**config.mk**
```make
export PLATFORM = sky130hd
export DESIGN_NAME = cdb_arbiter
export DESIGN_NICKNAME = d
export VERILOG_FILES = /design/src/rtl/cdb_arbiter_pkg.sv /design/src/rtl/cdb_arbiter_rr_pick2.sv /design/src/rtl/cdb_arbiter.sv
export SDC_FILE = /design/constraint.sdc
export NUM_CORES = 1
export LEC_CHECK = 0
export ABC_AREA = 1
export ABC_CLOCK_PERIOD_IN_PS = 2800
export BUFFER_PORTS_ARGS = -buffer_cell sky130_fd_sc_hd__buf_2
export CORE_AREA = 2 2 184 186
export DETAILED_ROUTE_END_ITERATION = 10
export DIE_AREA = 0 0 186 188
export PLACE_DENSITY_LB_ADDON = 0.3
export SLEW_MARGIN = 30
export SYNTH_ARGS = -nofsm -noshare
export SYNTH_HDL_FRONTEND = slang
export SYNTH_SLANG_ARGS = --single-unit
```
**constraint.sdc**
```tcl
create_clock -name clock -period 2.8 [get_ports clock]
set_clock_uncertainty 0.1 [all_clocks]
set_input_delay 0.56 -clock clock [delete_from_list [all_inputs] [get_ports clock]]
set_output_delay 0.56 -clock clock [all_outputs]
set_load 0.03 [all_outputs]
```
**src/rtl/cdb_arbiter_pkg.sv**
```systemverilog
// cdb_arbiter_pkg: result-bus payload type and lane count shared by
// the common-data-bus arbiter and its round-robin picker.
package cdb_arbiter_pkg;

    localparam int XLEN      = 32;
    localparam int REG_W     = 6;
    localparam int CDB_LANES = 2;

    typedef struct packed {
        logic [XLEN-1:0]  result;
        logic [XLEN-1:0]  address;
        logic [REG_W-1:0] arn;
        logic [REG_W-1:0] rrn;
        logic             jmp;
    } cdb_entry_t;

endpackage

```
**src/rtl/cdb_arbiter_rr_pick2.sv**
```systemverilog
// cdb_arbiter_rr_pick2: combinational round-robin picker that selects
// up to two requesters, scanning upward from the pointer with wrap.
module cdb_arbiter_rr_pick2 #(
    parameter int REQ_CNT = 4,
    parameter int SRC_W   = $clog2(REQ_CNT)
) (
    input  logic [REQ_CNT-1:0] i_req,
    input  logic [SRC_W-1:0]   i_rr_ptr,
    output logic [REQ_CNT-1:0] o_grant,
    output logic [SRC_W-1:0]   o_idx0,
    output logic [SRC_W-1:0]   o_idx1,
    output logic [1:0]         o_cnt
);

    logic [31:0]      w_pos;
    logic [SRC_W-1:0] w_sel;

    always_comb begin
        o_grant = '0;
        o_idx0  = '0;
        o_idx1  = '0;
        o_cnt   = 2'd0;
        w_pos   = '0;
        w_sel   = '0;
        for (int k = 0; k < REQ_CNT; k++) begin
            // position k in scan order, wrapped past the last unit
            w_pos = 32'(i_rr_ptr) + 32'(k);
            if (w_pos >= 32'(REQ_CNT)) begin
                w_pos = w_pos - 32'(REQ_CNT);
            end
            w_sel = w_pos[SRC_W-1:0];
            if (i_req[w_sel] && (o_cnt != 2'd2)) begin
                o_grant[w_sel] = 1'b1;
                if (o_cnt == 2'd0) begin
                    o_idx0 = w_sel;
                end else begin
                    o_idx1 = w_sel;
                end
                o_cnt = o_cnt + 2'd1;
            end
        end
    end

endmodule

```
**src/rtl/cdb_arbiter.sv**
```systemverilog
// cdb_arbiter: grants up to two execution units per cycle and
// registers their results onto the two common-data-bus lanes.
module cdb_arbiter
    import cdb_arbiter_pkg::*;
#(
    parameter int REQ_CNT = 4,
    localparam int SRC_W  = $clog2(REQ_CNT)
) (
    input  logic                                clock,
    input  logic                                reset,
    input  logic                                clear,
    input  logic [REQ_CNT-1:0]                  req,
    input  cdb_entry_t [REQ_CNT-1:0]            req_entry,
    output logic [REQ_CNT-1:0]                  grant,
    output logic [CDB_LANES-1:0]                lane_valid,
    output cdb_entry_t [CDB_LANES-1:0]          lane_entry,
    output logic [CDB_LANES-1:0][SRC_W-1:0]     lane_src
);

    logic [SRC_W-1:0]                 r_rr_ptr;
    logic [CDB_LANES-1:0]             r_lane_valid;
    cdb_entry_t [CDB_LANES-1:0]       r_lane_entry;
    logic [CDB_LANES-1:0][SRC_W-1:0]  r_lane_src;

    logic [REQ_CNT-1:0] w_pick;
    logic [SRC_W-1:0]   w_idx0;
    logic [SRC_W-1:0]   w_idx1;
    logic [SRC_W-1:0]   w_last;
    logic [SRC_W-1:0]   w_next_ptr;
    logic [1:0]         w_cnt;
    logic               w_fire;

    cdb_arbiter_rr_pick2 #(
        .REQ_CNT (REQ_CNT),
        .SRC_W   (SRC_W)
    ) u_pick (
        .i_req    (req),
        .i_rr_ptr (r_rr_ptr),
        .o_grant  (w_pick),
        .o_idx0   (w_idx0),
        .o_idx1   (w_idx1),
        .o_cnt    (w_cnt)
    );

    // a flush or a held reset suppresses every grant this cycle
    assign w_fire     = reset && !clear;
    assign grant      = w_fire ? w_pick : '0;
    assign w_last     = (w_cnt == 2'd2) ? w_idx1 : w_idx0;
    assign w_next_ptr = (w_last == SRC_W'(REQ_CNT - 1)) ? '0
                      : w_last + SRC_W'(1);

    always_ff @(posedge clock or negedge reset) begin
        if (!reset) begin
            r_rr_ptr     <= '0;
            r_lane_valid <= '0;
            r_lane_entry <= '0;
            r_lane_src   <= '0;
        end else if (clear) begin
            r_lane_valid <= '0;
        end else begin
            r_lane_valid    <= {w_cnt == 2'd2, w_cnt != 2'd0};
            r_lane_entry[0] <= req_entry[w_idx0];
            r_lane_entry[1] <= req_entry[w_idx1];
            r_lane_src[0]   <= w_idx0;
            r_lane_src[1]   <= w_idx1;
            if (w_cnt != 2'd0) begin
                r_rr_ptr <= w_next_ptr;
            end
        end
    end

    assign lane_valid = r_lane_valid;
    assign lane_entry = r_lane_entry;
    assign lane_src   = r_lane_src;

    // one unit can never own both lanes at once
    a_distinct_src: assert property (@(posedge clock) disable iff (!reset)
        (&r_lane_valid) |-> (r_lane_src[0] != r_lane_src[1]));

endmodule

```
==> reports/summary.log <==
qor: routing.dr.max_layer_used met5
qor: sta.finalSetupViolations 161
qor: yosys.yosysWarnings 0
qor: routing.routed-wl-met3 6.626 mm
qor: min_path.worstHoldPathType in2async
qor: finish.nNetsFinal 3103
qor: worst_setup_path.worst_ep_required_time 2140 ps
qor: cts.cts_tree built
qor: worst_setup_path.worst_r2r_endpoint lane_entry[63]
qor: worst_setup_path.crit_path_start r_rr_ptr[0]
qor: run_status.failed_checks negative setup slack
qor: routing.met2_wirelength 28.10 mm
qor: routing.avgViaCountPerCell 5.407
qor: sta.timing_hold_violations_final 0
qor: sta.slew_headroom 43.86%
qor: yosys.synth.cell_area 13250 sq um
qor: cts.post_cts_hold_buffer_count 0
qor: yosys.syn-instance-count 2247
qor: cts.cts_num_sinks 162
qor: sta.rsz_0062_raised_after_global_routing yes
qor: yosys.synth.ff_latch_count 162
qor: sta.post-route-min-period 3183 ps
qor: routing.drcViolationCount 0
qor: worst_setup_path.worst-path-max-fanout 7
qor: finish.final_layout_size_suffix_gt1_share 27.92%
qor: sta.max_freq 314.2 MHz
qor: run.drv_cap 0
qor: worst_setup_path.critPathArrivalTime 2520 ps
qor: placement.port_buffers 478
qor: grt.grt_pass1_vias 16870
qor: sta.setup_tns -24520 ps
qor: finish.syn2layout_area_growth 44.65%
qor: worst_setup_path.worst-setup-path-type reg2out
qor: run_status.outcome complete, but fails checks
qor: cts.cts_buffer_depth 2
qor: cts.clkLatencyLatePin 440 ps
qor: floorplan.die_x 186 microns
qor: routing.drt_first_pass_iters 6
qor: worst_setup_path.start_kind register
qor: yosys.postSynthNetCount 2573
qor: yosys.synth_compound_gate_area_share 3.522%
qor: sta.final.hold.worst_slack 91.98 ps
qor: floorplan.chipHeight 188 microns
qor: worst_setup_path.timing.reg2reg.setup_slack -230 ps
qor: floorplan.io-pin-count 479
qor: routing.wl_met1 23.27 mm
qor: finish.layout.filler_cells 3148
qor: cts.root_buffer clkbuf_16
qor: grt.grt_usage 34.14%
qor: sta.pnr_worst_setup_slack -382.9 ps
qor: routing.drt-total-wl 61.13 mm
qor: yosys.yosysSeqAreaShare 30.59%
qor: sta.worst_pin_slew 842.1 ps
qor: grt.grt_start_max_net_pins 134
qor: grt.global_route_wire_length_before_repair 93.14 mm
qor: yosys.synth-simple-area-share 49.08%
qor: routing.drt-wirelength-per-cell 18.80 microns
qor: cts.numCtsBuffers 17
qor: sta.drv_slew 0
qor: grt.antenna_found_initial 18
qor: grt.gr-total-overflow 0
qor: yosys.synthXorXnorAreaFrac 0%
qor: placement.dp.final_hpwl 39.30 mm
qor: floorplan.fp.dieArea 34970 sq um
qor: sta.layout_worst_path_cycle_share 113.7%
qor: yosys.synth-adder-area-share 1.039%
qor: floorplan.initial_core_util 40.02%
qor: worst_setup_path.rr_worst_depth 21
qor: floorplan.rows 67
qor: yosys.synthMuxAreaShare 0%
qor: worst_setup_path.cp-endpoint grant[1]
qor: finish.sequential_cell_area 4056 sq um
qor: yosys.yosys.cell_types.count 28
qor: placement.place_congestion 0.9255
qor: placement.detailedPlace.worstSlack -236.2 ps
qor: yosys.combinational_family_with_the_most_area_after_synthesis simple AND/OR/NAND/NOR gates
qor: yosys.synth.avg_cell_area 5.897 sq um
qor: worst_setup_path.worst_setup_path_end_kind output port
qor: routing.routed-via-count 17580
qor: routing.ant_nets 0
qor: worst_setup_path.reg2reg_from r_rr_ptr[0]
qor: routing.drt_iter0_drc 1683
qor: floorplan.core-area 33110 sq um
qor: finish.multi_input_area 7550 sq um
qor: cts.worst_setup_hold_path_clk_slew 70 ps
qor: cts.h-tree-depth 4
==> how the worst min path moves through the flow <==
stage | startpoint | endpoint | depth (start not counted)
global route | reset | lane_entry[4] | 2
finish | reset | lane_entry[4] | 2
floorplan | reset | lane_entry[0] | 0
global placement | lane_entry[63] | lane_entry[63] | 2
CTS | reset | lane_entry[118] | 2
detailed placement | lane_entry[84] | lane_entry[84] | 2
==> cell type report <==
class | count | share of cell area [%]
tap | 448 | 2.924
inverter | 333 | 6.612
multi-input combinational | 1601 | 39.39
clock inverter | 12 | 0.7115
timing repair buffer | 662 | 26.74
sequential | 162 | 21.16
antenna | 14 | 0.1828
clock buffer | 20 | 2.278
==> critical path, stage by stage, from the launching register on <==
cell	delay, ps
dfrtp_2	460
inv_8	50
ha_4	280
inv_2	50
nand3_4	60
nand2_4	80
ha_4	170
inv_6	70
nand3_4	120
buf_6	160
o22ai_1	170
a21oi_1	100
a21oi_4	150
buf_6	150
==> synth_stat cells, drive strengths merged <==
library cell / n / area share, %
nand3: 547 / 21
ha: 11 / 1.0
clkbuf: 40 / 1.1
a21oi: 9 / 0.42
nand2: 942 / 27
nand3b: 2 / 0.11
o21ai: 17 / 0.70
o211ai: 39 / 2.2
dfrtp: 162 / 31
nor2: 20 / 0.74
inv: 333 / 9.5
o22ai: 4 / 0.19
nand4: 6 / 0.28
buf: 115 / 5.2
==> sequential cells by signal, indices dropped and copies added (netlist names) <==
register    flops
lane_entry    154
r_rr_ptr        2
lane_valid      2
lane_src        4
==> layout by cell type (no fill, tap or decap), drive strengths merged, types with 6 or more instances in the layout <==
master  netlist  final
nand4         6      6
nand3       547    547
nand2       942    946
ha           11     11
buf         115    650
clkbuf       40     26
a21oi         9      9
dfrtp       162    162
o211ai       39     39
nor2         20     20
inv         333    333
clkinv        0      7
bufbuf        0      6
o21ai        17     17
diode         0     14
==> kinds of logic after synthesis <==
group,count (synthesis)
AND/OR/NAND/NOR,1517
buffers and inverters,488
flip-flops,162
AO/OA/AOI/OAI,69
adder cells (fa/ha/maj),11
==> layer usage <==
metal,track usage (%),up-vias
li1,-,8098
met1,42.37,8057
met2,54.60,1186
met3,8.390,232
met4,17.72,10
met5,0,-
==> what timing repair did <==
item	4_1_cts	5_1_grt
cloned	27	6
gates resized for setup	83	34
setup buffers	26	13
pin swaps	63	26
setup endpoints to repair	163	164
==> through the flow <==
stage / instances / area, sq um / util, %
global placement: 3138 / 16930 / 51.13
floorplan: 2247 / 13400 / -
global route: 3248 / 19160 / 57.86
CTS: 3222 / 18800 / 56.78
detailed placement: 3138 / 16930 / 51.13
finish: 3252 / 19170 / 57.89
Power is not shown: default switching activity piles up to over one toggle a cycle in this logic, so the estimate is an artifact.
